`src/rtl/bf_jump_ctrl.sv`:
```
// Bracket-matching jump sequencer: steps PC one instruction at a time until the
// matching bracket is found, then pulses done (or err on budget/depth overflow).
module bf_jump_ctrl #(
  parameter logic [3:0] OP_OPEN   = 4'd6,
  parameter logic [3:0] OP_CLOSE  = 4'd7,
  parameter int         DEPTH_W   = 8,
  parameter int         MAX_STEPS = 255
) (
  input  logic       clock,
  input  logic       reset,
  input  logic       start,
  input  logic       dir,
  input  logic [3:0] pm_q,
  output logic       pc_step,
  output logic       pc_dec,
  output logic       busy,
  output logic       done,
  output logic       err
);

  localparam logic [2:0] S_IDLE  = 3'd0;
  localparam logic [2:0] S_STEP  = 3'd1;
  localparam logic [2:0] S_WAIT  = 3'd2;
  localparam logic [2:0] S_CHECK = 3'd3;
  localparam logic [2:0] S_DONE  = 3'd4;
  localparam logic [2:0] S_ERR   = 3'd5;

  localparam logic [7:0]         MAX_STEPS_C = 8'(MAX_STEPS);
  localparam logic [DEPTH_W-1:0] DEPTH_ONE   = DEPTH_W'(1);
  localparam logic [DEPTH_W-1:0] DEPTH_FULL  = '1;

  logic [2:0]         state_q, state_d;
  logic               dir_q, dir_d;
  logic [DEPTH_W-1:0] depth_q, depth_d;
  logic [7:0]         steps_q, steps_d;

  logic               is_nest, is_unnest, budget_spent;

  // Searching forward from '[' nests on '[' and un-nests on ']'; backward is the mirror.
  assign is_nest      = (pm_q == (dir_q ? OP_CLOSE : OP_OPEN));
  assign is_unnest    = (pm_q == (dir_q ? OP_OPEN : OP_CLOSE));
  assign budget_spent = (steps_q == MAX_STEPS_C);

  always_comb begin
    // NOTE: every next-state signal gets its hold value first so no branch can infer a latch.
    state_d = state_q;
    dir_d   = dir_q;
    depth_d = depth_q;
    steps_d = steps_q;

    case (state_q)
      S_IDLE: begin
        if (start) begin
          dir_d   = dir;
          depth_d = DEPTH_ONE;
          steps_d = '0;
          state_d = S_STEP;
        end
      end
      S_STEP: begin
        steps_d = steps_q + 8'd1;
        state_d = S_WAIT;
      end
      S_WAIT: begin
        state_d = S_CHECK;
      end
      S_CHECK: begin
        if (is_unnest) begin
          depth_d = depth_q - DEPTH_ONE;
          if (depth_q == DEPTH_ONE) state_d = S_DONE;
          else if (budget_spent)    state_d = S_ERR;
          else                      state_d = S_STEP;
        end else if (is_nest) begin
          // Saturated depth aborts without touching the counter.
          if (depth_q == DEPTH_FULL) begin
            state_d = S_ERR;
          end else begin
            depth_d = depth_q + DEPTH_ONE;
            state_d = budget_spent ? S_ERR : S_STEP;
          end
        end else begin
          state_d = budget_spent ? S_ERR : S_STEP;
        end
      end
      S_DONE:  state_d = S_IDLE;
      S_ERR:   state_d = S_IDLE;
      default: state_d = S_IDLE;
    endcase
  end

  // NOTE: state registers use non-blocking assignments so all flops update from the same pre-edge values.
  always_ff @(posedge clock or negedge reset) begin
    if (!reset) begin
      state_q <= S_IDLE;
      dir_q   <= 1'b0;
      depth_q <= '0;
      steps_q <= '0;
    end else begin
      state_q <= state_d;
      dir_q   <= dir_d;
      depth_q <= depth_d;
      steps_q <= steps_d;
    end
  end

  assign pc_step = (state_q == S_STEP);
  assign done    = (state_q == S_DONE);
  assign err     = (state_q == S_ERR);
  assign busy    = (state_q != S_IDLE);
  assign pc_dec  = dir_q;

endmodule

```
`config.mk`:
```
export PLATFORM = sky130hd
export DESIGN_NAME = bf_jump_ctrl
export DESIGN_NICKNAME = d
export VERILOG_FILES = /design/src/rtl/bf_jump_ctrl.sv
export SDC_FILE = /design/constraint.sdc
export NUM_CORES = 1
export LEC_CHECK = 0
export ABC_AREA = 0
export CORE_ASPECT_RATIO = 1.4
export CORE_MARGIN = 2
export CORE_UTILIZATION = 50
export CTS_BUF_LIST = sky130_fd_sc_hd__clkbuf_4 sky130_fd_sc_hd__clkbuf_8
export DETAILED_ROUTE_END_ITERATION = 12
export PLACE_DENSITY = 0.74
export SLEW_MARGIN = 0
export SYNTH_ARGS = -nofsm -noshare
export SYNTH_HDL_FRONTEND = slang
export SYNTH_SLANG_ARGS = --single-unit
```
`constraint.sdc`:
```
create_clock -name clock -period 4 [get_ports clock]
set_input_delay 1.2 -clock clock [delete_from_list [all_inputs] [get_ports clock]]
set_output_delay 1.2 -clock clock [all_outputs]
set_load 0.02 [all_outputs]
```
-- Yosys cells after proc, flatten, opt, wreduce, memory -nomap -nowiden
Cells that the tools add are included.
- flip-flop bits (word level): 20
- bits of input ports: 8
- output and inout bits: 5
- word-level logic and storage cells: 43
- eq/ne operators: 13
- multiplexer cells: 16
- add/subtract/negate cells: 3
- reductions and logical operators: 7
- operators by type and width (cell ; count):
    8-bit 2-to-1 mux ; 5
    8-bit one-hot mux with 2 select lines ; 2
    3-bit 2-to-1 mux ; 6
    8-bit by 1-bit adder with 8-bit output (second input constant) ; 2
    8-bit equality test (second input constant) ; 2
    3-bit one-hot mux with 4 select lines ; 1
    4-bit by 3-bit equality test with 1-bit output ; 2
    8-bit by 1-bit equality test with 1-bit output (second input constant) ; 1
    8-bit by 1-bit subtractor with 8-bit output (second input constant) ; 1
    3-bit by 2-bit equality test with 1-bit output (second input constant) ; 2
    3-bit equality test (second input constant) ; 2
    3-bit inequality test (second input constant) ; 2
    2-bit AND reduction ; 2
    4-bit AND reduction ; 1
    2-bit nonzero test ; 2
    3-bit by 1-bit equality test with 1-bit output (second input constant) ; 1
    3-bit logical NOT ; 1
    3-bit nonzero test ; 1
    1-bit 2-to-1 mux ; 2
    2-bit inequality test (second input constant) ; 1

-- Depth between registers and ports, before layout
Gate-level depths: netlist of run 1.
- depth after elaboration: 6
- gate-level depth with buffers: 7
- depth with buffers taken out: 6

-- Least setup slack after synthesis of run 1
No wires, ideal clock.
- kind: reg-to-output
- start: reg state_q[1]
- end: out pc_step
- required time: 2800 ps
- data arrival time: 1276 ps
- buffers on the path: 2
- path slack: 1524 ps
- stages on the path, launching flop included: 5
- cells stage by stage: dfrtp_1 -> buf_6 -> or3b_2 -> clkbuf_1 -> clkinv_1
- longest elaborated chain between the ends: 1
- RTL lines (what ; RTL line ; RTL):
    from (decl) ; 32 ; logic [2:0] state_q, state_d;
    from (signal assigned) ; 99 ; state_q <= state_d;
    3-bit by 1-bit equality test with 1-bit output ; 106 ; assign pc_step = (state_q == S_STEP);
    to (decl) ; 14 ; output logic pc_step,
Every way passes these cells.

-- Worst setup path after layout of run 1
Ends and elaborated chain as after synthesis.

==> results of run 1 <==
worst max-delay path by stage:
stage	start	end	slack [ps]
3_3_place_gp	start	steps_q[2]	910
5_1_grt	state_q[0]	pc_step	500
6_report	state_q[1]	pc_step	610
4_1_cts	state_q[1]	pc_step	610
2_1_floorplan	state_q[1]	pc_step	1520
3_5_place_dp	start	steps_q[2]	850
through the flow:
stage	std cells	power, mW	cell area (um2)	worst slack, ps
after floorplan	142	0.6046	1319	1524
after global placement	182	0.6758	1433	905.1
after detailed placement	182	0.6887	1433	848.5
after CTS	185	0.7835	1455	613.0
after global routing	185	0.8443	1455	500.1
final	185	0.7839	1455	610.4
cells in the mapped netlist (3+ instances only):
cell type	instances
a21oi_1	7
a31oi_1	4
and3_1	5
clkbuf_1	3
dfrtp_1	20
ha_1	4
inv_1	3
mux2i_1	7
nand2_1	14
nand4_1	9
nor2_1	6
o211ai_1	3
o21ai_0	4
o21ai_1	10
or2b_1	6
worst max-delay path: cells and delay by family, from the launching register on:
kind | cells | cell delay, ps
AND/OR/NAND/NOR | 1 | 600
flip-flops | 1 | 480
buffers and inverters | 2 | 810
state kept, by name, summed over array words and instances (netlist names):
name     count
depth_q      8
state_q      3
pc_dec       1
steps_q      8
cells by family after synthesis:
logic type,share of synthesized area (%)
AOI/OAI and AO/OA,17.55
xor gates and xnor gates,2.562
muxes,7.021
buffers and inverters,5.028
and+or+nand+nor,26.09
adders and majority gates,3.795
DFF,37.95
final cells by class:
type / count / area share, %
multi-input cells: 110 / 51.68
flip-flops and latches: 20 / 34.39
repair buffers: 12 / 8.254
well taps: 36 / 3.095
clock buffers: 3 / 1.548
inverters: 4 / 1.032
routing by layer:
metal	vias up	share of wire (%)	global-route usage [%]
li1	542	-	-
met1	544	43	27.03
met2	33	52	33.78
met3	4	4.2	2.507
met4	0	1.1	9.375
met5	-	0	0
where the power goes:
group	internal, mW	total [mW]	switching, mW
clock network	0.0350	0.0947	0.0597
registers	0.247	0.321	0.0748
logic	0.154	0.368	0.214
==> flow_metrics.tcl, run 1 <==
set metrics [dict create \
    synth_seq_cells 20 \
    grt_max_degree 21 \
    status "complete, no violations" \
    syn_area_um2 1319 \
    setup-tns-final_ps 0 \
    syn-num-nets 154 \
    place_congestion 0.9080 \
    cts_tree "built" \
    whs_path_depth 1 \
    dieWidth_um 47.41 \
    rsz0062_at_grt "no" \
    drv_cap 0 \
    setup_viol_count_final 0 \
    clkSinkCount 20 \
    numCtsBuffers 3 \
    antennaDiodeCount 0 \
    maxSlewHeadroom_pct 38.29 \
    track_usage_pct 20.99 \
    final_cell_mix "dfrtp_1, nand2_1, clkdlybuf4s50_1" \
    cts-resized-gates 0 \
    hold_start "steps_q[5]" \
    via_per_inst 6.070 \
    cts_root_buf "clkbuf_4" \
    r2r_start "state_q[1]" \
    hold_viol_final 0 \
    syn2layout_area_growth_pct 10.34 \
    htreeDepth 1 \
    path_class "reg -> out" \
    final_common_cell "dfrtp_1" \
    slew_violations 0 \
    ys_seq_area_share_pct 37.95 \
    grt_pass1_vias 1112 \
    syn_area_per_cell_um2 9.287 \
    cts_setup_buffers 0 \
    drc_errors 0 \
    worst-endpoint-required_ps 2800 \
    critPathLaunchType "flip-flop" \
    num_rows 22 \
    syn_inst 142 \
    utilization_pct 56.84 \
    synth_edf_count 0 \
    post-route-period-util_pct 84.74 \
    drt_iter0_drc 29 \
    synth_top_area_share_pct 37.95 \
    synth_top_cell_by_area "dfrtp_1" \
    critPathMaxFanout 9 \
    grt_pass1_wl_um 4823 \
    worst-r2r-cell-count 4 \
    clockBufferDepth 2 \
    skew_ps 6.186 \
    async_reset_ff_share_pct 100.0 \
    power_density_nw_per_um2 538.7 \
    io_pins 13 \
    p_leak_nw 0.6034 \
    start_util_pct 51.52 \
    drt_first_pass_iters 4 \
    gr-total-overflow 0 \
    ys_top_cells_by_area "dfrtp_1, mux2i_1, nand4_1" \
    coreArea_um2 2560 \
    hpwl_um 2041 \
    routed_wl_um 2739 \
    max_freq_mhz 295.0 \
    cp-end-kind "output port" \
    min_period_ps 3390 \
    drive_gt1_share_pct 6.711 \
    ys_types 41 \
    fin_nets 163 \
    synth_flop_cell "dfrtp_1" \
    holdCritPathClass "reg -> reg" \
    cp_slowest_cell "clkdlybuf4s50_1" \
    max_stage_delay_ps 630 \
    die-area_um2 3070 \
    multiInputGateArea_um2 752.0 \
    path_clk_slew_ps 110 \
    port_buffers 12 \
    r2r_end "steps_q[6]" \
    fillers 234 \
    worst_pin_slew_ps 922.7 \
    grt_antenna_before_repair 0 \
    yosysWarnings 0 \
    max-vdd-ir-drop_uv 281.8 \
    via_count 1123 \
    path_cells "or3b_2 > clkinv_1 > clkdlybuf4s50_1" \
    r2r_setup_slack_ps 1940 \
    clock_latency_ps 300 \
    die_h_um 64.77 \
    worstPathArrival_ps 2190 \
    hold_ws_ps 476.2 \
    wl_per_cell_um 14.81 \
    hold_end "steps_q[5]" \
    drtAntennaViolNets 0 \
    cts_hold_buf 0 \
    seqCellArea_um2 500.5 \
]
Power figures use the tool's default switching activity.
==> run 2, diff against run 1 <==
==> constraint.sdc (replaced) <==
create_clock -name clock -period 3.25 [get_ports clock]
set_input_delay 0.975 -clock clock [delete_from_list [all_inputs] [get_ports clock]]
set_output_delay 0.975 -clock clock [all_outputs]
set_load 0.02 [all_outputs]
==> run 2 against run 1 <==
Net effect:
- critical path depth is the same
- register-to-register slack lost 500 ps
- worst setup slack lost 490 ps
- clock power grew 50%
- non-clock buffer count grew 2
- worst hold slack gained 13 ps
- clock-buffer cell count grew 1
- die area is the same
- first-iteration DRC count grew 55%
- core utilization grew 1.2 points
==> flow_metrics.tcl, run 2 (synthesis gave the netlist of run 1 again) <==
set metrics [dict create \
    path_class "reg -> out" \
    grt_max_degree 21 \
    worst-endpoint-required_ps 2270 \
    port_buffers 12 \
    rsz0062_at_grt "no" \
    p_leak_nw 0.6188 \
    finalPower_mw 0.9889 \
    die_h_um 64.77 \
    die-area_um2 3070 \
    clkSinkCount 20 \
    worst_slack_ps 122.6 \
    routed_wl_um 2741 \
    clockBufferDepth 2 \
    final_cell_mix "dfrtp_1, nand2_1, clkdlybuf4s50_1" \
    gr-total-overflow 0 \
    hpwl_um 2070 \
    path_clk_slew_ps 110 \
    pre_cts_ws_ps 466.6 \
    setup_viol_count_final 0 \
    grt_pass1_vias 1121 \
    holdCritPathClass "reg -> reg" \
    via_count 1125 \
    skew_ps 2.263 \
    cp-end-kind "output port" \
    slew_violations 0 \
    coreArea_um2 2560 \
    critPathMaxFanout 9 \
    power_density_nw_per_um2 665.8 \
    drv_cap 0 \
    utilization_pct 58.02 \
    antennaDiodeCount 0 \
    reg_top3 "depth_q (8), steps_q (8), state_q (3)" \
    numCtsBuffers 3 \
    hold_viol_final 0 \
    place_congestion 0.9167 \
    track_usage_pct 20.82 \
    drtAntennaViolNets 0 \
    status "complete, no violations" \
    final_common_cell "dfrtp_1" \
    grt_pass1_wl_um 4692 \
    min_period_ps 3127 \
    drt_first_pass_iters 4 \
    worstPathArrival_ps 2150 \
    via_per_inst 5.984 \
    drt_iter0_drc 45 \
    clock_latency_ps 300 \
    num_rows 22 \
    setup-tns-final_ps 0 \
    grt_antenna_before_repair 0 \
    cts_hold_buf 0 \
    htreeDepth 1 \
    dieWidth_um 47.41 \
    cts_tree "built" \
    max_freq_mhz 319.8 \
    syn2layout_area_growth_pct 12.62 \
    start_util_pct 51.52 \
    worst_pin_slew_ps 560.8 \
    post-route-period-util_pct 96.23 \
    drive_gt1_share_pct 9.211 \
    maxSlewHeadroom_pct 62.35 \
    fin_nets 165 \
    drc_errors 0 \
    cts_root_buf "clkbuf_4" \
    io_pins 13 \
    critPathLaunchType "flip-flop" \
    wl_per_cell_um 14.58 \
    max-vdd-ir-drop_uv 446.4 \
]
## run 2: cell types whose count changed in the layout (fill, tap and decap cells not counted), sizes merged
| cell | change |
|---|---|
| clkbuf | +1 |
| buf | +2 |
## run 2: worst paths after layout
path                                  from         end  slack, ps  cells after the start
max in group asynchronous            reset  state_q[0]       2020                      2
worst max-delay path            state_q[1]     pc_step        120                      3
worst max register to register  depth_q[0]  depth_q[0]       1440                      5
min in group asynchronous            reset  depth_q[2]       1010                      2
worst min-delay path            steps_q[5]  steps_q[5]        490                      1
worst min register to register  steps_q[5]  steps_q[5]        490                      1
## run 2: critical path: stages, from the launching register on
cell and delay [ps]:
dfrtp_1 470, or3b_2 580, clkinv_1 170, clkdlybuf4s50_1 630
## run 2: through the flow
stage	instance area (um2)	std cells	hold slack, ps
after floorplan	1319	142	433.5
after global placement	1448	184	467.3
after detailed placement	1448	184	469.1
after CTS	1484	188	488.5
after global routing	1485	188	503.5
final	1485	188	489.3
## run 2: area by class of cell
cell class / count / area (um2)
Fill cell: 237 / 1075
Multi-Input combinational cell: 110 / 752.0
Sequential cell: 20 / 501.7
Timing Repair Buffer: 14 / 135.1
Tap cell: 36 / 45.04
Clock buffer: 4 / 36.28
Inverter: 4 / 15.01
## run 2: what timing repair did
| action | in CTS | in global routing |
|---|---|---|
| setup endpoints to repair | 0 | 1 |
| buffers inserted | 0 | 0 |
| gates resized for setup | 0 | 1 |
## run 2: report_power, final
group | switching, mW | total, mW | internal (mW)
Sequential | 0.0935 | 0.399 | 0.305
Combinational | 0.256 | 0.449 | 0.192
Clock | 0.0733 | 0.142 | 0.0683
Total | 0.423 | 0.989 | 0.566
## run 2: per-layer routing
metal / vias up / wire length [um] / global-route usage, %
li1: 547 / - / -
met1: 540 / 1092 / 23.92
met2: 30 / 1474 / 35.98
met3: 8 / 115 / 2.228
met4: 0 / 59 / 10.07
met5: - / 0 / 0
==> run 3, diff against run 2 <==
==> constraint.sdc (replaced) <==
create_clock -name clock -period 3.7 [get_ports clock]
set_input_delay 1.11 -clock clock [delete_from_list [all_inputs] [get_ports clock]]
set_output_delay 1.11 -clock clock [all_outputs]
set_load 0.02 [all_outputs]
==> run 3 against run 2 <==
Net effect:
- die area is the same
- critical path type unchanged
- global-route usage shrank 0.49 points
- cell count shrank 1.6%
==> flow_metrics.tcl, run 3 (synthesis gave the netlist of run 1 again) <==
set metrics [dict create \
    wl_per_cell_um 14.70 \
    path_class "reg -> out" \
    clockBufferDepth 2 \
    cts_hold_buf 0 \
    cp-end-kind "output port" \
    setup_viol_count_final 0 \
    htreeDepth 1 \
    worst_pin_slew_ps 904.5 \
    max-vdd-ir-drop_uv 306.4 \
    track_usage_pct 20.33 \
    rsz0062_at_grt "no" \
    drv_cap 0 \
    antennaDiodeCount 0 \
    clkSinkCount 20 \
    cts-resized-gates 0 \
    fin_nets 163 \
    gr-total-overflow 0 \
    min_period_ps 3293 \
    start_util_pct 51.52 \
    critPathLaunchType "flip-flop" \
    utilization_pct 56.84 \
    power_density_nw_per_um2 580.3 \
    drtAntennaViolNets 0 \
    syn2layout_area_growth_pct 10.34 \
    skew_ps 3.339 \
    worst-endpoint-required_ps 2590 \
    reg_top3 "depth_q (8), steps_q (8), state_q (3)" \
    place_congestion 0.9080 \
    worstPathArrival_ps 2180 \
    port_buffers 12 \
    critPathMaxFanout 9 \
    final_common_cell "dfrtp_1" \
    status "complete, no violations" \
    clock_latency_ps 290 \
    path_clk_slew_ps 110 \
    p_leak_nw 0.6034 \
    cts_tree "built" \
    post-route-period-util_pct 89.01 \
    coreArea_um2 2560 \
    grt_antenna_before_repair 0 \
    cts_setup_buffers 0 \
    num_rows 22 \
    grt_max_degree 21 \
    die-area_um2 3070 \
    holdCritPathClass "reg -> reg" \
    setup-tns-final_ps 0 \
    hold_viol_final 0 \
    via_count 1114 \
    hpwl_um 2051 \
    dieWidth_um 47.41 \
    final_cell_mix "dfrtp_1, nand2_1, clkdlybuf4s50_1" \
    via_per_inst 6.022 \
    io_pins 13 \
    routed_wl_um 2720 \
    die_h_um 64.77 \
    drc_errors 0 \
    max_freq_mhz 303.6 \
    maxSlewHeadroom_pct 39.51 \
    cts_root_buf "clkbuf_4" \
    grt_pass1_vias 1050 \
    drt_first_pass_iters 4 \
    grt_pass1_wl_um 4664 \
    slew_violations 0 \
    drt_iter0_drc 23 \
    numCtsBuffers 3 \
    drive_gt1_share_pct 6.711 \
]
run 3: changes by cell type in the layout (fill, tap and decap cells not counted):
cell / previous run / this run
buf_4: 2 / 0
dfrtp_2: 1 / 0
clkbuf_8: 1 / 0
dfrtp_1: 19 / 20
run 3: power by group:
group | leakage, nW | switching [mW] | internal [mW]
combinational | 0.326 | 0.231 | 0.166
sequential | 0.264 | 0.0790 | 0.267
clock | 0.0138 | 0.0639 | 0.0379
run 3: layout make-up:
type                    instances  area [um2]
repair buffers                 12       120.1
inverters                       4       15.01
multi-input cells             110       752.0
fillers                       226        1105
flip-flops and latches         20       500.5
well taps                      36       45.04
clock buffers                   3       22.52
run 3: path summary, 6_finish.rpt:
kind	cells past startpoint	start	endpoint	slack, ps
worst max-delay path	3	state_q[1]	pc_step	410
worst min-delay path	1	steps_q[5]	steps_q[5]	490
worst max register to register	4	state_q[1]	steps_q[2]	1630
worst min register to register	1	steps_q[5]	steps_q[5]	490
max in group asynchronous	1	reset	steps_q[1]	1830
min in group asynchronous	1	reset	depth_q[1]	1320
run 3: metrics by stage:
stage	hold slack (ps)	setup slack [ps]	power, mW	instances	area, um2
3_3_place_gp	453.5	694.9	0.7306	182	1433
3_5_place_dp	470.6	629.4	0.7440	182	1433
4_1_cts	489.6	405.1	0.8458	185	1455
2_1_floorplan	433.5	1314	0.6536	142	1319
6_report	489.4	406.7	0.8445	185	1455
5_1_grt	520.2	300.4	0.9098	185	1455
run 3: worst max-delay path, cell delays in order (launching register included):
cell	delay, ps
dfrtp_1	480
or3b_2	600
clkinv_1	180
clkdlybuf4s50_1	630
run 3: per-layer routing:
| layer | part of all wire (%) | GRT usage [%] | vias to the layer above | wire length (um) |
|---|---|---|---|---|
| li1 | - | - | 546 | - |
| met1 | 44 | 26.44 | 543 | 1187 |
| met2 | 53 | 33.61 | 23 | 1450 |
| met3 | 2.4 | 1.671 | 2 | 66 |
| met4 | 0.63 | 7.639 | 0 | 17 |
| met5 | 0 | 0 | - | 0 |
